## config.mk

```make
export PLATFORM = sky130hd
export DESIGN_NAME = adc_spi_responder
export DESIGN_NICKNAME = d
export VERILOG_FILES = /design/src/rtl/adc_spi_pkg.sv /design/src/rtl/spi_edge_sync.sv /design/src/rtl/adc_spi_responder.sv
export SDC_FILE = /design/constraint.sdc
export NUM_CORES = 1
export LEC_CHECK = 0
export ABC_AREA = 1
export BUFFER_PORTS_ARGS = -buffer_cell sky130_fd_sc_hd__buf_2
export CAP_MARGIN = 40
export CORE_MARGIN = 3
export CORE_UTILIZATION = 45
export CTS_CLUSTER_SIZE = 40
export DETAILED_ROUTE_END_ITERATION = 12
export PLACE_DENSITY_LB_ADDON = 0.1
export REMOVE_ABC_BUFFERS = 1
export SYNTH_ARGS = -nofsm -noshare
export SYNTH_HDL_FRONTEND = slang
export SYNTH_SLANG_ARGS = --single-unit
```

## constraint.sdc

```tcl
create_clock -name clk -period 1.45 [get_ports clk]
set_input_delay 0.0725 -clock clk [delete_from_list [all_inputs] [get_ports clk]]
set_output_delay 0.0725 -clock clk [all_outputs]
set_load 0.005 [all_outputs]
```

## src/rtl/adc_spi_pkg.sv

```systemverilog
// Shared types and constants for the MCP3202 SPI responder model.
package adc_spi_pkg;

    localparam int unsigned ADC_DATA_BITS = 12;

    // Command bits in the order they arrive on mosi.
    typedef enum int unsigned {
        CMD_START,
        CMD_SGL,
        CMD_ODD,
        CMD_MSBF
    } cmd_bit_t;

    localparam logic NULL_BIT_LEVEL = 1'b0;

    typedef enum logic [3:0] {
        ST_IDLE,
        ST_WAIT_START,
        ST_GET_SGL,
        ST_GET_ODD,
        ST_GET_MSBF,
        ST_NULL_BIT,
        ST_DATA_MSB,
        ST_DATA_LSB,
        ST_DONE
    } state_t;

    // States in which a chip-select release counts as an aborted frame.
    function automatic logic in_frame(state_t s);
        return s inside {ST_GET_SGL, ST_GET_ODD, ST_GET_MSBF, ST_NULL_BIT,
                         ST_DATA_MSB, ST_DATA_LSB};
    endfunction

endpackage

```

## src/rtl/spi_edge_sync.sv

```systemverilog
// Multi-flop synchronizer for one asynchronous SPI line with registered
// rise/fall detection; level is delayed to line up with the edge pulses.
module spi_edge_sync #(
    parameter int unsigned SYNC_STAGES = 2,
    parameter logic        RESET_LEVEL = 1'b0
) (
    input  logic clk,
    input  logic rst,
    input  logic din,
    output logic level,
    output logic rise,
    output logic fall
);

    logic [SYNC_STAGES-1:0] sync;

    always_ff @(posedge clk) begin
        if (!rst) begin
            sync  <= {SYNC_STAGES{RESET_LEVEL}};
            level <= RESET_LEVEL;
            rise  <= 1'b0;
            fall  <= 1'b0;
        end else begin
            sync  <= {sync[SYNC_STAGES-2:0], din};
            level <= sync[SYNC_STAGES-2];
            rise  <= sync[SYNC_STAGES-2] & ~sync[SYNC_STAGES-1];
            fall  <= ~sync[SYNC_STAGES-2] & sync[SYNC_STAGES-1];
        end
    end

endmodule

```

## src/rtl/adc_spi_responder.sv

```systemverilog
// Cycle-level MCP3202 SPI slave: decodes start/SGL/ODD/MSBF on mosi and
// returns a null bit plus the selected channel value on miso.
module adc_spi_responder
    import adc_spi_pkg::*;
#(
    parameter int unsigned DATA_BITS   = ADC_DATA_BITS,
    parameter int unsigned SYNC_STAGES = 2,
    parameter logic        MISO_IDLE   = 1'b1
) (
    input  logic                 clk,
    input  logic                 rst,
    input  logic                 cs_n,
    input  logic                 sclk,
    input  logic                 mosi,
    output logic                 miso,
    output logic                 miso_oe,
    input  logic [DATA_BITS-1:0] ch0_value,
    input  logic [DATA_BITS-1:0] ch1_value,
    output logic                 cmd_sgl,
    output logic                 cmd_odd,
    output logic                 frame_done,
    output logic                 frame_abort
);

    localparam int unsigned          CNT_W = $clog2(DATA_BITS);
    localparam logic [CNT_W-1:0]     LAST  = CNT_W'(DATA_BITS - 1);

    logic cs_rise, cs_fall, cs_level_unused;
    logic sclk_rise, sclk_fall, sclk_level_unused;
    logic mosi_level, mosi_rise_unused, mosi_fall_unused;

    spi_edge_sync #(.SYNC_STAGES(SYNC_STAGES), .RESET_LEVEL(1'b1)) u_cs_sync (
        .clk(clk), .rst(rst), .din(cs_n),
        .level(cs_level_unused), .rise(cs_rise), .fall(cs_fall)
    );

    spi_edge_sync #(.SYNC_STAGES(SYNC_STAGES), .RESET_LEVEL(1'b0)) u_sclk_sync (
        .clk(clk), .rst(rst), .din(sclk),
        .level(sclk_level_unused), .rise(sclk_rise), .fall(sclk_fall)
    );

    spi_edge_sync #(.SYNC_STAGES(SYNC_STAGES), .RESET_LEVEL(1'b0)) u_mosi_sync (
        .clk(clk), .rst(rst), .din(mosi),
        .level(mosi_level), .rise(mosi_rise_unused), .fall(mosi_fall_unused)
    );

    state_t               state, state_n;
    logic [CNT_W-1:0]     cnt, cnt_n;
    logic [DATA_BITS-1:0] value, value_n;
    logic                 msbf, msbf_n;
    logic                 miso_n, oe_n, sgl_n, odd_n, done_n, abort_n;

    always_ff @(posedge clk) begin
        if (!rst) begin
            state       <= ST_IDLE;
            cnt         <= '0;
            value       <= '0;
            msbf        <= 1'b0;
            miso        <= MISO_IDLE;
            miso_oe     <= 1'b0;
            cmd_sgl     <= 1'b0;
            cmd_odd     <= 1'b0;
            frame_done  <= 1'b0;
            frame_abort <= 1'b0;
        end else begin
            state       <= state_n;
            cnt         <= cnt_n;
            value       <= value_n;
            msbf        <= msbf_n;
            miso        <= miso_n;
            miso_oe     <= oe_n;
            cmd_sgl     <= sgl_n;
            cmd_odd     <= odd_n;
            frame_done  <= done_n;
            frame_abort <= abort_n;
        end
    end

    always_comb begin
        state_n = state;
        cnt_n   = cnt;
        value_n = value;
        msbf_n  = msbf;
        miso_n  = miso;
        oe_n    = miso_oe;
        sgl_n   = cmd_sgl;
        odd_n   = cmd_odd;
        done_n  = 1'b0;
        abort_n = 1'b0;
        // Chip-select release takes priority; any sclk edge in the same clock is dropped.
        if (cs_rise) begin
            state_n = ST_IDLE;
            oe_n    = 1'b0;
            miso_n  = MISO_IDLE;
            abort_n = in_frame(state);
        end else begin
            unique case (state)
                ST_IDLE: if (cs_fall) state_n = ST_WAIT_START;
                ST_WAIT_START: if (sclk_rise && mosi_level) state_n = ST_GET_SGL;
                ST_GET_SGL: if (sclk_rise) begin
                    sgl_n   = mosi_level;
                    state_n = ST_GET_ODD;
                end
                ST_GET_ODD: if (sclk_rise) begin
                    odd_n   = mosi_level;
                    state_n = ST_GET_MSBF;
                end
                ST_GET_MSBF: if (sclk_rise) begin
                    msbf_n  = mosi_level;
                    value_n = cmd_odd ? ch1_value : ch0_value;
                    state_n = ST_NULL_BIT;
                end
                ST_NULL_BIT: if (sclk_fall) begin
                    miso_n  = NULL_BIT_LEVEL;
                    oe_n    = 1'b1;
                    cnt_n   = LAST;
                    state_n = ST_DATA_MSB;
                end
                ST_DATA_MSB: if (sclk_fall) begin
                    miso_n = value[cnt];
                    if (cnt == '0) begin
                        if (msbf) begin
                            state_n = ST_DONE;
                            done_n  = 1'b1;
                        end else begin
                            state_n = ST_DATA_LSB;
                            cnt_n   = CNT_W'(1);
                        end
                    end else begin
                        cnt_n = cnt - 1'b1;
                    end
                end
                ST_DATA_LSB: if (sclk_fall) begin
                    miso_n = value[cnt];
                    if (cnt == LAST) begin
                        state_n = ST_DONE;
                        done_n  = 1'b1;
                    end else begin
                        cnt_n = cnt + 1'b1;
                    end
                end
                ST_DONE: if (sclk_fall) miso_n = 1'b0;
                default: state_n = ST_IDLE;
            endcase
        end
    end

endmodule

```

======== Word-level counts from Yosys, hierarchy flattened ========
Cells that the tools add are included.
word-level totals
  register bits ........................... 37
  bits in latches ......................... 0
  memory bits (writable) .................. 0
  memory bits (read-only) ................. 0
  input bits .............................. 29
  output and inout bits ................... 6
  word-level logic and storage cells ...... 103
  memories kept ........................... 0
operators by class
  add/subtract/negate cells ............... 2
  $mul .................................... 0
  div/mod/pow operators ................... 0
  order comparisons ....................... 1
  eq/ne operators ......................... 23
  shift-type cells ........................ 0
  mux-type cells .......................... 31
  bitwise operators ....................... 11
  reduce and logical (&&, ||, !) cells .... 17
operators by type and width
  kind                                                                     number
  4-bit two-way mux                                                        17
  4-bit one-hot mux with 9 select lines                                    1
  2-bit by 1-bit inequality test with 1-bit output, second input constant  11
  4-bit by 3-bit == test with 1-bit output, second input constant          4
  12-bit two-way mux                                                       1
  4-bit one-hot mux with 3 select lines                                    1
  3-bit AND reduction                                                      4
  11-bit AND reduction                                                     1
  4-bit by 2-bit == test with 1-bit output, second input constant          2
  4-bit == test, second input constant                                     2
  4-bit zero test                                                          2
  1-bit two-way mux                                                        8
  1-bit inverter                                                           7
  7-bit AND reduction                                                      1
  6-bit nonzero test                                                       1
  2-bit OR reduction                                                       3
  4-bit by 5-bit < comparator with 1-bit output, second input constant     1
  4-bit by 1-bit adder with 4-bit output, second input constant            1
  1-bit bitwise AND                                                        4
  1-bit binary-select mux with 4-bit select                                1
  4-bit by 1-bit == test with 1-bit output, second input constant          1
  2-bit inequality test, second input constant                             2
  1-bit one-hot mux with 2 select lines                                    2
  2-bit AND reduction                                                      2
  5 further kinds                                                          5

======== Longest topological paths before layout ========
  word-level depth ........................ 4
  mapped depth ............................ 11
  mapped depth without buffers ............ 10

======== Modules after synthesis ========
Synthesis repeated with hierarchy kept, for this count alone.
unflattened totals
  cell total of the unflattened synthesis .. 308
  area total of the unflattened synthesis .. 2073.2 um2
by module, submodules not included
  module             instances  cells an instance  area an instance (um2)  sequential area each (um2)
  adc_spi_responder  1          275                1746.7                  540.5
  spi_edge_sync      3          11                 108.9                   80.1

======== Worst setup path after synthesis ========
Ideal clock, no wire load.
  path type ............................... reg-to-reg
  start ................................... register cnt[1]
  end ..................................... register state[0]
  setup time .............................. 0.113 ns
  data arrival time ....................... 1.261 ns
  required time ........................... 1.337 ns
  setup slack ............................. 0.076 ns
  cell stages (with the launch flop) ...... 10
  buffers on the path ..................... 0
  period minus slack after synthesis ...... 1.374 ns
  cells stage by stage .................... dfxtp_1 inv_1 ha_1 nand3_1 nand2_1 nand2_1 nor2_4 nand3_4 nor2_1 nor2_1
on the way
  longest elaborated chain between the ends .. 3
  elaborated cells on any way between the ends .. 5
  classes of those cells .................. 3 x eq/ne; 2 x reduce/logical
RTL lines
  item                                                        line                                                text
  start: declaration                                          adc_spi_responder.sv:48                             logic [CNT_W-1:0] cnt, cnt_n;
  start signal: assignment                                    adc_spi_responder.sv:67                             cnt <= cnt_n;
  4-bit == test / 4-bit zero test (equally long branches)     adc_spi_responder.sv:135, adc_spi_responder.sv:121
  2-bit by 1-bit inequality test with 1-bit output (no line)  --
  11-bit AND reduction (no line) *                            --
  end signal: assignment                                      adc_spi_responder.sv:66                             state <= state_n;
  end: declaration                                            adc_spi_responder.sv:47                             state_t state, state_n;
Mark *: on every way between the ends. The rest lies on a longest branch, timed or not.
A chain may end at the register's enable or synchronous reset.

======== Worst setup path after layout ========
  start ................................... register cnt[0]
  end ..................................... register state[0]
The elaborated chain is that of the path after synthesis.

==> flow_metrics.tcl <==
set metrics [dict create \
    path_buf_inv 0 \
    path_class "reg -> reg" \
    finalCritPeriodShare_pct 95.7 \
    cap_violations 0 \
    gp_congestion 0.972 \
    syn2layout_area_growth_pct 30.7 \
    grt_max_degree 21 \
    die_area_um2 5230 \
    synth_fa_ha_area_share_pct 1.27 \
    max_freq_mhz 721 \
    hold_viol 0 \
    core_um2 4120 \
    fp.dieW_um 72.3 \
    setup_violations 0 \
    ys_types 32 \
    cp-start-kind "register" \
    clockBufferDepth 2 \
    ios 35 \
    path_max_fanout 6 \
    cpMostUsedCell "nor2_1" \
    wl_um 4870 \
    slowest_stage "dfxtp_4" \
    layout-drive-gt1-share_pct 28.5 \
    tritoncts "yes" \
    fin_crit_ps 1390 \
    fillers 404 \
    crit_chain "ha_4, nand3_1, nand2_2, nand2_1, nor2_4, nand3_4, nor2_1, nor2_1" \
    root_buffer "clkbuf_8" \
    port_buffers 34 \
    routed_via_density 4.97 \
    synth_top_area_share_pct 37.4 \
    synth_top_family_by_area "simple AND/OR/NAND/NOR gates" \
    row_count 23 \
    synth_edf_count 0 \
    cp_data_arrival_time_ps 1570 \
    synthArstFlopShare_pct 0 \
    crit_family "simple AND/OR/NAND/NOR gates" \
    num-nets-final 391 \
    fin_cells 411 \
    wl_per_cell_um 11.8 \
    multiInputGateArea_um2 1120 \
    finClkSkew_ps 6.17 \
    grt_util_all_layers_pct 19.9 \
    synthMuxAreaShare_pct 0 \
    worst_pin_slew_ps 363 \
    grt_overflow 0 \
    status "finished clean" \
    drtPass1Iterations 4 \
    cpPeakStageDelay_ps 390 \
    netlist_instances 300 \
    cts_sinks 37 \
    relSlewSlack_pct 75.8 \
    ant_nets 0 \
    synth_compound_area_share_pct 14.0 \
    clk_latency_ps 290 \
    netlist_area_um2 1980 \
    start_util_pct 48.1 \
    place_inst 395 \
    synthSimpleGateAreaFrac_pct 38.0 \
    grt_pass1_wl_um 8160 \
    htree_levels 2 \
    drt_iter0_markers 107 \
    setup_tns_ps 0 \
    clkSlewWorstSetupHoldPaths_ps 80 \
    crit_required_ps 1630 \
    p_per_area_nw_per_um2 1320 \
    post-route-drc-count 0 \
    first_global_vias 1893 \
    dpl.hpwl_um 3520 \
    seq_area_um2 761 \
    yosys-top-cells-area "dfxtp_1 (37%), nand2_1 (17%), nor2_1 (6.6%)" \
    fp.dieH_um 72.3 \
    synth.avg_cell_area_um2 6.59 \
    synth_top_area_cell "dfxtp_1" \
    ys_warn_count 0 \
    final_core_util_pct 62.8 \
    vdd_ir_drop_max_v 0.000798 \
    n_antenna_cell 0 \
    dr_total_vias 2041 \
    ys_ff_latch 37 \
    synth_top_flop_cell "dfxtp_1" \
    finalMaxSlewViolations 0 \
    cts_buffers 5 \
    ys_seq_area_share_pct 37.4 \
    total_power_mw 3.40 \
    end_kind "register" \
    leakagePower_nw 1.23 \
    rsz0062_at_grt "yes" \
    min_path_type "in -> reg" \
    synthXorXnorAreaFrac_pct 0.886 \
    antenna_found_initial 0 \
]
[power by group]
part	leakage (nW)	switching, mW	internal, mW
Clock	0.0543	0.393	0.515
Sequential	0.305	0.101	1.12
Combinational	0.874	0.735	0.535
[placed cells by master (no fill, tap or decap), types with 4 or more instances in the layout]
cell,synthesis,routed
buf_2,2,34
dfxtp_4,0,5
a21oi_1,21,21
inv_1,28,26
buf_4,1,24
nand2_2,3,9
clkbuf_8,0,5
o211ai_1,4,4
o21ai_0,20,20
nor2_4,4,4
nand3_1,23,22
nand4_1,4,4
nand2_1,90,84
nor2_1,35,34
dfxtp_1,37,31
[worst reg2reg max path, stage by stage (launching register included)]
cell	delay [ps]
dfxtp_4	390
ha_4	140
nand3_1	90
nand2_2	100
nand2_1	90
nor2_4	170
nand3_4	130
nor2_1	120
nor2_1	60
[layer usage]
| metal | vias to the layer above | GRT usage, % | wire length, um |
|---|---|---|---|
| met1 | 910 | 24.5 | 2170 |
| li1 | 1078 | - | - |
| met4 | 0 | 7.31 | 68 |
| met5 | - | 0 | 0 |
| met2 | 48 | 34.1 | 2380 |
| met3 | 5 | 4.29 | 247 |
[through the flow]
step	worst slack (ps)	hold WS, ps	area, um^2
2_1_floorplan	-53.3	141	1940
3_3_place_gp	-6.55	254	2330
3_5_place_dp	-9.63	260	2330
4_1_cts	9.65	132	2490
5_1_grt	-41.7	147	2590
6_report	62.6	135	2590
[layout make-up]
class                   count  area share, %
multi-input cells         221           43.3
inverters                  33           4.98
flip-flops and latches     37           29.4
well taps                  50           2.42
clock buffers               5           2.66
clock inverters             3           1.79
repair buffers             62           15.5
[registers in the layout, indices dropped and copies added, names as in the netlist, 2 cells and up]
| register | cells |
|---|---|
| value | 12 |
| u_cs_sync.sync | 2 |
| state | 4 |
| u_sclk_sync.sync | 2 |
| cnt | 4 |
[worst paths after layout]
kind / from / to / slack, ps / cells past startpoint
max: cnt[0]$_SDFFE_PN0P_ / state[0]$_SDFFE_PP0P_ / 60 / 8
min: ch0_value[2] / value[2]$_SDFFE_PN0P_ / 140 / 5
max reg2reg: cnt[0]$_SDFFE_PN0P_ / state[0]$_SDFFE_PP0P_ / 60 / 8
min reg2reg: u_sclk_sync.sync[1]$_SDFF_PN0_ / u_sclk_sync.rise$_SDFF_PN0_ / 410 / 1
[Yosys cell counts, types with 3 or more instances]
cell and number:
clkbuf_1 3, nand2_1 90, nor2_1 35, nor2_4 4, nand2_2 3, inv_2 3
inv_1 28, nand3_1 23, o21ai_0 20, nand4_1 4, dfxtp_1 37, o211ai_1 4
a21oi_1 21
[timing repair]
action,in CTS,in global routing
endpoints found under the hold margin,3,0
setup buffers,0,5
pin swaps,1,5
resized for setup,7,20
hold buffers,3,0
setup endpoints to repair,8,10
[kinds of logic (layout without fill, tap and decap cells)]
family | Yosys count | in the layout
AOI/OAI and AO/OA | 50 | 50
xor gates and xnor gates | 2 | 2
adders and majority gates | 2 | 2
buffers and inverters | 42 | 103
DFF | 37 | 37
and+or+nand+nor | 167 | 167
No activity file was read; power rests on OpenSTA's default activity.
